[config.mk]
export PLATFORM = sky130hd
export DESIGN_NAME = keypad_scanner
export DESIGN_NICKNAME = d
export VERILOG_FILES = /design/src/rtl/keypad_scanner.sv
export SDC_FILE = /design/constraint.sdc
export NUM_CORES = 1
export LEC_CHECK = 0
export CAP_MARGIN = 15
export CORE_MARGIN = 1.5
export CORE_UTILIZATION = 55
export DETAILED_ROUTE_END_ITERATION = 7
export PLACE_DENSITY_LB_ADDON = 0.12
export SLEW_MARGIN = 10
export SYNTH_ARGS = -nofsm -noshare
export SYNTH_HDL_FRONTEND = slang
export SYNTH_SLANG_ARGS = --single-unit
export TNS_END_PERCENT = 20
[constraint.sdc]
create_clock -name int_osc -period 2.5 [get_ports int_osc]
set_input_delay 0.25 -clock int_osc [delete_from_list [all_inputs] [get_ports int_osc]]
set_output_delay 0.25 -clock int_osc [all_outputs]
set_load 0.01 [all_outputs]
[src/rtl/keypad_scanner.sv]
// 4x4 matrix keypad scanner with row synchronizer, press/release debounce and hex decode.
// Rows reach the FSM 2 cycles after the pins; no backpressure, a new digit shifts s0 into s1.
module keypad_scanner #(
  parameter int SCAN_CYCLES     = 240000,
  parameter int DEBOUNCE_CYCLES = 480000
) (
  input  logic       int_osc,
  input  logic       reset,
  input  logic [3:0] rows,
  output logic [3:0] cols,
  output logic [3:0] s0,
  output logic [3:0] s1,
  output logic       key_valid,
  output logic [3:0] key_code
);

  localparam int SW = $clog2(SCAN_CYCLES);
  localparam int DW = $clog2(DEBOUNCE_CYCLES);
  localparam logic [SW-1:0] DWELL_LAST = SW'(SCAN_CYCLES - 1);
  localparam logic [DW-1:0] DBC_LAST   = DW'(DEBOUNCE_CYCLES - 1);

  typedef enum logic [1:0] {SCAN, DEBOUNCE, HELD, RELEASE} state_t;

  state_t        state, state_nxt;
  logic [3:0]    rows_m, rows_s;
  logic [1:0]    col_idx, col_idx_nxt;
  logic [1:0]    row_idx, row_idx_nxt;
  logic [SW-1:0] dwell, dwell_nxt;
  logic [DW-1:0] dbc, dbc_nxt;
  logic [3:0]    key_code_nxt, s0_nxt, s1_nxt;
  logic          key_valid_nxt;
  logic          row_low;
  logic [1:0]    low_row;

  function automatic logic [3:0] decode(input logic [1:0] r, input logic [1:0] c);
    logic [3:0] code;
    code = 4'h0;
    case ({r, c})
      4'h0: code = 4'h1;
      4'h1: code = 4'h2;
      4'h2: code = 4'h3;
      4'h3: code = 4'hA;
      4'h4: code = 4'h4;
      4'h5: code = 4'h5;
      4'h6: code = 4'h6;
      4'h7: code = 4'hB;
      4'h8: code = 4'h7;
      4'h9: code = 4'h8;
      4'hA: code = 4'h9;
      4'hB: code = 4'hC;
      4'hC: code = 4'hE;
      4'hD: code = 4'h0;
      4'hE: code = 4'hF;
      4'hF: code = 4'hD;
      default: code = 4'h0;
    endcase
    return code;
  endfunction

  assign cols    = ~(4'b0001 << col_idx);
  assign row_low = ~rows_s[row_idx];

  // Lowest-index pressed row wins when several rows read low at once.
  always_comb begin
    low_row = 2'd3;
    if (!rows_s[2]) low_row = 2'd2;
    if (!rows_s[1]) low_row = 2'd1;
    if (!rows_s[0]) low_row = 2'd0;
  end

  always_comb begin
    state_nxt     = state;
    col_idx_nxt   = col_idx;
    row_idx_nxt   = row_idx;
    dwell_nxt     = dwell;
    dbc_nxt       = dbc;
    key_code_nxt  = key_code;
    s0_nxt        = s0;
    s1_nxt        = s1;
    key_valid_nxt = 1'b0;
    case (state)
      SCAN: begin
        if (dwell == DWELL_LAST) begin
          dwell_nxt = '0;
          if (rows_s != 4'hF) begin
            row_idx_nxt  = low_row;
            key_code_nxt = decode(low_row, col_idx);
            dbc_nxt      = '0;
            state_nxt    = DEBOUNCE;
          end else begin
            col_idx_nxt = col_idx + 2'd1;
          end
        end else begin
          dwell_nxt = dwell + 1'b1;
        end
      end
      DEBOUNCE: begin
        if (row_low) begin
          if (dbc == DBC_LAST) begin
            s1_nxt        = s0;
            s0_nxt        = key_code;
            key_valid_nxt = 1'b1;
            state_nxt     = HELD;
          end else begin
            dbc_nxt = dbc + 1'b1;
          end
        end else begin
          col_idx_nxt = col_idx + 2'd1;
          dwell_nxt   = '0;
          state_nxt   = SCAN;
        end
      end
      HELD: begin
        if (!row_low) begin
          dbc_nxt   = '0;
          state_nxt = RELEASE;
        end
      end
      RELEASE: begin
        if (!row_low) begin
          if (dbc == DBC_LAST) begin
            col_idx_nxt = col_idx + 2'd1;
            dwell_nxt   = '0;
            state_nxt   = SCAN;
          end else begin
            dbc_nxt = dbc + 1'b1;
          end
        end else begin
          dbc_nxt   = '0;
          state_nxt = HELD;
        end
      end
      default: state_nxt = SCAN;
    endcase
  end

  // Synchronizer flops reset to the released level so no phantom press follows reset.
  always_ff @(posedge int_osc) begin
    if (reset) begin
      state     <= SCAN;
      rows_m    <= 4'hF;
      rows_s    <= 4'hF;
      col_idx   <= 2'd0;
      row_idx   <= 2'd0;
      dwell     <= '0;
      dbc       <= '0;
      key_code  <= 4'h0;
      s0        <= 4'h0;
      s1        <= 4'h0;
      key_valid <= 1'b0;
    end else begin
      state     <= state_nxt;
      rows_m    <= rows;
      rows_s    <= rows_m;
      col_idx   <= col_idx_nxt;
      row_idx   <= row_idx_nxt;
      dwell     <= dwell_nxt;
      dbc       <= dbc_nxt;
      key_code  <= key_code_nxt;
      s0        <= s0_nxt;
      s1        <= s1_nxt;
      key_valid <= key_valid_nxt;
    end
  end

endmodule

==> results.yml, run 1 <==
grt:
  grt_use_total: 0.234
  antenna_found_initial: 0
  grt_pass1_vias: 2577
  grt_max_degree: 38
  grt_pass1_wl_um: 11700
  grt-ovfl-total: 0
synth:
  ys_async_sr_fraction: 0
  synthTopCellsByArea: "dfxtp_1 (39%), nor2_1 (5.9%), ha_1 (4.5%)"
  synthFlopType: "dfxtp_1"
  avgSynthCellArea_um2: 8.51
  yosysUniqueCellTypes: 52
  synth_cells: 389
  synth-seq-cells: 64
  yosysSeqAreaShare: 0.387
  synth_edf_count: 0
  netlist.top_cell.by_area: "dfxtp_1"
  syn_area_mm2: 0.00331
  syn_nets: 407
  yosysWarnings: 0
  synth_top_area_share: 0.387
sta:
  setup_viol: 0
  hold_violations: 0
  period_share: 0.913
  fin_tns_setup_ns: 0
  rsz0062_at_grt: "no"
  max_freq_mhz: 438
  slew_violations: 0
  relSlewSlack: 0.600
  finalCriticalPeriod_ns: 2.28
  finalClockSkew_ns: 0.00701
  worstMarginPinSlew_ns: 0.596
detailed_routing:
  routedWlPerCell_um: 13.9
  vias_per_cell: 5.75
  wl_um: 6890
  drt-initial-drc-count: 165
  drc: 0
  vias: 2858
  ant_nets: 0
  firstDrtPassIters: 4
job:
  max_cap_viol_count: 0
layout:
  nNetsFinal: 435
  fillCellCount: 505
  utilization: 0.657
  diodes: 0
  final_area_mm2: 0.00385
  drive_gt1_frac: 0.111
  syn2layout_area_growth_pct: 16.1
pwr:
  p_leak_nw: 1.42
  ir_drop_mv: 0.359
  cellPowerDensity_mw_per_mm2: 545
cts:
  cts_max_level: 3
  cts-buffers-inserted: 9
  clock_latency_ns: 0.34
  path_clk_slew_ns: 0.07
  cts_tree: "built"
  clock_path_buffers: 2
  cts_sinks: 64
  cts_root_buffer: "clkbuf_8"
floorplanning:
  die_area_mm2: 0.00650
  io_pins: 23
  die_h_um: 80.6
  floorplan.initialDensity: 0.566
  die_w_um: 80.6
  fp.coreArea_mm2: 0.00585
  rows: 28
setup_path:
  crit_arrival_ns: 2.54
  critical_path.max_stage_delay_ns: 0.49
  critPathMaxFanout: 11
  path_common_cell: "a21oi_1"
  worstPathRequired_ns: 2.76
  endpoint_kind: "flip-flop"
  path_cells: "mux4_2 -> nor2_1 -> a21oi_1 -> nand3b_1 -> or4_1 -> a21oi_1"
  critPathLaunchType: "flip-flop"
  worstSetupPathType: "reg -> reg"
  slowest_stage: "dfxtp_1"
placed_design:
  place_congestion: 0.868
  detailed_place.area_mm2: 0.00362
  portBuffers: 22
  dp.final_hpwl_um: 4970
worst_hold_path:
  worstHoldPathType: "reg -> reg"
run_status:
  run_status: "finished clean"
## registers in the layout, summed over array words and instances, names as in the netlist, 4 cells and up, named ones only
| name | cells |
|---|---|
| s0 | 4 |
| key_code | 4 |
| dwell | 18 |
| dbc | 19 |
| rows_m | 4 |
| s1 | 4 |
| rows_s | 4 |
## path summary, 6_finish.rpt
check	startpoint	endpoint	slack (ns)	depth (start not counted)
setup / recovery	rows_s[1]	dwell[14]	0.22	6
hold / removal	rows_m[3]	rows_s[3]	0.41	1
setup reg to reg	rows_s[1]	dwell[14]	0.22	6
hold reg to reg	rows_m[3]	rows_s[3]	0.41	1
## cells by family (layout without fill, tap and decap cells)
kind of cell / count (synthesis) / count (layout) / share of synthesized area
AOI/OAI and AO/OA: 65 / 65 / 0.124
and+or+nand+nor: 184 / 184 / 0.296
adders and majority gates: 12 / 12 / 0.0453
buffers and inverters: 29 / 62 / 0.0450
muxes: 16 / 16 / 0.0525
xor gates and xnor gates: 19 / 19 / 0.0502
DFF: 64 / 64 / 0.387
## metrics by stage
step	setup slack [ns]	hold WS, ns	total power [mW]	std cells
CTS	0.225	0.420	2.12	497
floorplan	0.314	0.354	1.12	389
global route	0.0418	0.441	2.17	497
global placement	0.315	0.399	1.13	481
finish	0.217	0.413	2.10	497
detailed placement	0.248	0.405	1.14	481
## report_power, final
group	switching, mW	internal, mW	leakage [nW]
logic	0.0421	0.0303	0.796
clock network	0.399	0.587	0.106
registers	0.00958	1.03	0.518
## synth_stat cells, types with 5 or more instances
cell,n
dfxtp_1,64
nor2_1,52
nand3_1,26
nand2_1,25
a21oi_1,24
nand4_1,16
o21ai_0,15
xor2_1,15
inv_1,14
mux2i_1,14
ha_1,12
and3_1,9
clkbuf_1,8
nor3_1,8
or2_2,8
or3_1,7
and4_1,6
buf_6,5
## repair_timing
| action | CTS | global route |
|---|---|---|
| hold buffers | 0 | 0 |
| setup endpoints to repair | 0 | 5 |
| buffers inserted | 0 | 0 |
| gates resized for setup | 0 | 1 |
| endpoints found under the hold margin | 0 | 0 |
## area by class of cell
cell class	count	area [µm²]	area share
clock buffer	11	141	0.0368
clock inverter	5	80.1	0.0208
inverter	14	52.6	0.0137
multi-input combinational	296	1890	0.491
sequential	64	1280	0.333
tap	75	93.8	0.0244
timing repair buffer	32	308	0.0800
## per-layer routing
metal,GRT usage,wire [µm],vias up
met5,0,0,-
met4,0.0931,142,0
met3,0.0625,293,14
met2,0.351,3080,66
met1,0.315,3370,1329
li1,-,-,1449
## layout by cell type, fill, tap and decap left out, types with 9 or more instances in the layout
| master | count |
|---|---|
| dfxtp_1 | 64 |
| clkbuf_8 | 10 |
| a21oi_1 | 24 |
| o21ai_0 | 15 |
| nand3_1 | 26 |
| ha_1 | 12 |
| xor2_1 | 15 |
| inv_1 | 14 |
| nand2_1 | 25 |
| nor2_1 | 52 |
| mux2i_1 | 14 |
| nand4_1 | 16 |
| buf_4 | 9 |
| and3_1 | 9 |
| clkdlybuf4s50_1 | 22 |
## worst max-delay path: cells and delay by family, from the launching register on
| family | cells | cell delay (ns) |
|---|---|---|
| flip-flops | 1 | 0.49 |
| multiplexers | 1 | 0.47 |
| AND/OR/NAND/NOR | 3 | 0.74 |
| AO/OA/AOI/OAI | 2 | 0.50 |
Note: power is estimated with default switching activity, not from simulation.
==> run 2: changes to the inputs <==
--- a/config.mk
+++ b/config.mk
@@ -10,6 +10,7 @@
 export CORE_UTILIZATION = 55
 export DETAILED_ROUTE_END_ITERATION = 7
 export PLACE_DENSITY_LB_ADDON = 0.12
+export SETUP_SLACK_MARGIN = 0.2
 export SLEW_MARGIN = 10
 export SYNTH_ARGS = -nofsm -noshare
 export SYNTH_HDL_FRONTEND = slang
==> run 2 against run 1 <==
Net effect: clock power increased by 0.5%; cell count rose by 0.40%; die area unchanged; highest routed layer unchanged; wire length increased by 2.8%; critical path depth unchanged; via count is 0.17% higher; clock-buffer cell count unchanged; non-clock buffer count rose by 2; total power up 0.56%.
==> results.yml, run 2 (synthesis results as in run 1) <==
detailed_routing:
  vias: 2863
  routedWlPerCell_um: 14.2
  drt-initial-drc-count: 184
  wl_um: 7080
  ant_nets: 0
  drc: 0
  firstDrtPassIters: 4
  vias_per_cell: 5.74
sta:
  max_freq_mhz: 450
  hold_violations: 0
  fin_tns_setup_ns: 0
  period_share: 0.888
  setup_viol: 0
  slew_violations: 0
  worstMarginPinSlew_ns: 0.597
  finalCriticalPeriod_ns: 2.22
  rsz0062_at_grt: "yes"
  finalClockSkew_ns: 0.00828
  relSlewSlack: 0.600
setup_path:
  worstPathRequired_ns: 2.78
  worstSetupPathType: "reg -> reg"
  r2r_start: "rows_s[1]"
  path_cells: "mux4_2 -> buf_4 -> a21oi_4 -> nand2_2 -> or4_1 -> a21oi_1"
  r2r_cells: 6
  crit_arrival_ns: 2.50
  critPathMaxFanout: 9
  reg2reg_slack_ns: 0.28
  cp-startpoint: "rows_s[1]"
  cp_top_family: "simple AND/OR/NAND/NOR gates"
  crit_buf_inv: 1
  rr_endpoint: "dbc[17]"
  critPathLaunchType: "flip-flop"
  endpoint_kind: "flip-flop"
  critical_path.max_stage_delay_ns: 0.56
  slowest_stage: "mux4_2"
floorplanning:
  die_w_um: 80.6
  rows: 28
  floorplan.initialDensity: 0.566
  fp.coreArea_mm2: 0.00585
  die_h_um: 80.6
  die_area_mm2: 0.00650
  io_pins: 23
grt:
  antenna_found_initial: 0
  grt_pass1_vias: 2577
  grt-ovfl-total: 0
  grt_max_degree: 38
  grt_pass1_wl_um: 11700
  grt_use_total: 0.234
cts:
  path_clk_slew_ns: 0.07
  clock_latency_ns: 0.35
  clock_path_buffers: 2
  cts_sinks: 64
  cts_tree: "built"
  cts-buffers-inserted: 9
  cts_root_buffer: "clkbuf_8"
  cts_max_level: 3
  cts_hold_buf: 0
layout:
  drive_gt1_frac: 0.127
  diodes: 0
  nNetsFinal: 437
  layout_commonest_cell: "dfxtp_1"
  regMostFlops: "dbc"
  largest_reg_flops: 19
  largestRegisters: "dbc (19), dwell (18)"
  final_cells: 499
  final_cell_mix: "dfxtp_1 (64), nor2_1 (52), nand3_1 (26)"
  syn2layout_area_growth_pct: 17.8
pwr:
  pwr-share-seq: 0.493
  p_int_mw: 1.65
  p_switching_mw: 0.459
  cellPowerDensity_mw_per_mm2: 541
  p_comb_frac: 0.038
  ir_drop_mv: 0.363
  p_leak_nw: 1.43
  p_clk_frac: 0.469
  p_sw_frac: 0.218
placed_design:
  portBuffers: 22
  place_congestion: 0.868
  dp.final_hpwl_um: 4970
  dpl.cell_count: 481
worst_hold_path:
  min_from: "rows_m[3]"
  worstHoldPathType: "reg -> reg"
  hold_end: "rows_s[3]"
  whs_path_depth: 1
job:
  max_cap_viol_count: 0
run_status:
  run_status: "finished clean"
-- run 2: cell count changes in the layout (fill, tap and decap cells not counted), sizes merged --
cell,change
clkbuf,+1
buf,+1
-- run 2: how the worst max path moves through the flow --
| stage | depth (start not counted) | endpoint | slack (ns) |
|---|---|---|---|
| 2_1_floorplan | 10 | dwell[0] | 0.31 |
| 3_3_place_gp | 6 | dbc[9] | 0.31 |
| 3_5_place_dp | 7 | dbc[7] | 0.25 |
| 4_1_cts | 7 | dbc[7] | 0.22 |
| 5_1_grt | 8 | dwell[14] | 0.16 |
| 6_report | 6 | dbc[17] | 0.28 |
-- run 2: layer usage --
metal / global-route usage / vias to the layer above / share of wire / wire length [µm]
met5: 0 / - / 0 / 0
met4: 0.0931 / 0 / 0.019 / 137
met3: 0.0625 / 12 / 0.038 / 269
met2: 0.351 / 60 / 0.45 / 3150
met1: 0.315 / 1333 / 0.50 / 3520
li1: - / 1458 / - / -
-- run 2: what timing repair did --
item | CTS | global route
setup endpoints to repair | 0 | 14
gates resized for setup | 0 | 10
setup buffers | 0 | 1
-- run 2: final cells by class --
class | instances | area [µm²]
clock inverters | 5 | 80.1
clock buffers | 11 | 141
inverters | 14 | 52.6
flip-flops and latches | 64 | 1280
fillers | 501 | 1950
well taps | 75 | 93.8
multi-input cells | 296 | 1920
repair buffers | 34 | 327
-- run 2: stage by stage --
step,total power [mW],setup WS (ns),hold slack (ns),util,cell area [µm²]
finish,2.11,0.279,0.415,0.667,3900
global route,2.18,0.156,0.441,0.667,3900
CTS,2.12,0.225,0.420,0.656,3840
global placement,1.13,0.315,0.399,0.618,3620
floorplan,1.12,0.314,0.354,-,3310
detailed placement,1.14,0.248,0.405,0.618,3620
-- run 2: power groups by stage --
stage	Sequential [mW]	Clock, mW	Combinational (mW)
final	1.04	0.990	0.0796
after global routing	1.04	1.05	0.0896
after CTS	1.04	1.01	0.0734
after detailed placement	1.06	0	0.0732
after global placement	1.06	0	0.0723
after floorplan	1.06	0	0.0606
==> run 3: changes to the inputs <==
--- a/config.mk
+++ b/config.mk
@@ -9,6 +9,7 @@
 export CORE_MARGIN = 1.5
 export CORE_UTILIZATION = 55
 export DETAILED_ROUTE_END_ITERATION = 7
+export MAX_ROUTING_LAYER = met4
 export PLACE_DENSITY_LB_ADDON = 0.12
 export SETUP_SLACK_MARGIN = 0.2
 export SLEW_MARGIN = 10
==> constraint.sdc (replaced) <==
create_clock -name int_osc -period 2.8 [get_ports int_osc]
set_input_delay 0.28 -clock int_osc [delete_from_list [all_inputs] [get_ports int_osc]]
set_output_delay 0.28 -clock int_osc [all_outputs]
set_load 0.01 [all_outputs]
==> run 3 against run 2 <==
Net effect: critical path depth is 1 higher; cell area down 3.2%; utilization fell by 2.1 points; register-to-register slack improved by 0.15 ns; sequential power shrank 11%; combinational power fell by 17%; clock power is 20% lower; clock-buffer cell count is the same; fmax is 6.4% lower; hold slack better by 0.0059 ns; cell count shrank 1.4%; critical endpoint is now dbc[9]; highest routed layer unchanged.
==> results.yml, run 3 (synthesis results as in run 1) <==
grt:
  grt-ovfl-total: 0
  grt_pass1_wl_um: 12200
  antenna_found_initial: 0
  grt_use_total: 0.248
  grt_pass1_vias: 2693
  grt_max_degree: 38
layout:
  nNetsFinal: 432
  regMostFlops: "dbc"
  final_cell_mix: "dfxtp_1 (64), nor2_1 (52), nand3_1 (26)"
  final_area_mm2: 0.00378
  fillCellCount: 499
  register_area_mm2: 0.00128
  largest_reg_flops: 19
  largestRegisters: "dbc (19), dwell (18)"
  drive_gt1_frac: 0.103
  multiInputGateArea_mm2: 0.00188
  utilization: 0.645
  syn2layout_area_growth_pct: 14.0
  final_cells: 492
  diodes: 0
  layout_commonest_cell: "dfxtp_1"
floorplanning:
  die_area_mm2: 0.00650
  io_pins: 23
  fp.coreArea_mm2: 0.00585
  floorplan.initialDensity: 0.566
  die_h_um: 80.6
  die_w_um: 80.6
  rows: 28
sta:
  fin_tns_setup_ns: 0
  worstMarginPinSlew_ns: 0.627
  slew_violations: 0
  period_share: 0.847
  finalClockSkew_ns: 0.0101
  hold_violations: 0
  rsz0062_at_grt: "no"
  finalCriticalPeriod_ns: 2.37
  setup_viol: 0
  max_freq_mhz: 422
  relSlewSlack: 0.580
cts:
  cts_hold_buf: 0
  clock_latency_ns: 0.34
  cts_root_buffer: "clkbuf_8"
  cts-buffers-inserted: 9
  postCtsSetupBuffers: 0
  postCtsResizedCells: 0
  cts_tree: "built"
  cts_max_level: 3
  path_clk_slew_ns: 0.07
  clock_path_buffers: 2
  cts_sinks: 64
pwr:
  p_leak_nw: 1.39
  cellPowerDensity_mw_per_mm2: 473
  ir_drop_mv: 0.265
setup_path:
  endpoint_kind: "flip-flop"
  rr_endpoint: "dbc[9]"
  cp_top_family: "simple AND/OR/NAND/NOR gates"
  path_depth: 7
  worstPathRequired_ns: 3.07
  r2r_cells: 7
  r2r_start: "dwell[0]"
  slowest_stage: "or3_1"
  reg2reg_slack_ns: 0.43
  cp-startpoint: "dwell[0]"
  critPathMaxFanout: 14
  crit_arrival_ns: 2.64
  path_cells: "ha_1 -> and3_1 -> nand3_1 -> o21ai_2 -> nand3_2 -> or3_1 -> a21oi_1"
  crit_buf_inv: 0
  critical_path.max_stage_delay_ns: 0.44
  worstSetupPathType: "reg -> reg"
  critPathLaunchType: "flip-flop"
detailed_routing:
  drc: 0
  ant_nets: 0
  drt-initial-drc-count: 143
  vias: 2822
  vias_per_cell: 5.74
  wl_um: 7170
  firstDrtPassIters: 4
  routedWlPerCell_um: 14.6
worst_hold_path:
  whs_path_depth: 1
  worstHoldPathType: "reg -> reg"
  hold_end: "rows_s[3]"
  min_from: "rows_m[3]"
placed_design:
  dpl.cell_count: 478
  dp.final_hpwl_um: 5010
  detailed_place.area_mm2: 0.00358
  portBuffers: 22
  place_congestion: 0.884
job:
  max_cap_viol_count: 0
run_status:
  run_status: "finished clean"
## run 3: final cells by class
cell class,count,area share
multi-input cells,296,0.498
flip-flops and latches,64,0.339
repair buffers,29,0.0722
clock buffers,11,0.0401
well taps,75,0.0249
inverters,14,0.0139
clock inverters,3,0.0113
## run 3: how the worst max path moves through the flow
stage                end  slack [ns]
3_3_place_gp   dwell[14]        0.55
3_5_place_dp      dbc[9]        0.48
2_1_floorplan   dwell[0]        0.61
6_report          dbc[9]        0.43
4_1_cts           dbc[9]        0.41
5_1_grt           dbc[9]        0.21
## run 3: power breakdown
| part | switching, mW | leakage, nW | internal, mW |
|---|---|---|---|
| Clock | 0.343 | 0.0973 | 0.448 |
| Combinational | 0.0392 | 0.776 | 0.0270 |
| Sequential | 0.00851 | 0.518 | 0.919 |
## run 3: stage by stage
stage | setup WS (ns) | hold slack, ns | power [mW]
4_1_cts | 0.410 | 0.420 | 1.80
5_1_grt | 0.211 | 0.436 | 1.85
2_1_floorplan | 0.614 | 0.384 | 0.998
3_5_place_dp | 0.480 | 0.394 | 1.01
3_3_place_gp | 0.550 | 0.403 | 1.01
6_report | 0.428 | 0.421 | 1.79
## run 3: routing by layer
layer | share of wire | track usage | vias up
met5 | 0 | - | -
li1 | - | - | 1437
met2 | 0.47 | 0.390 | 61
met4 | 0.014 | 0.0983 | 0
met1 | 0.47 | 0.310 | 1315
met3 | 0.044 | 0.0534 | 9
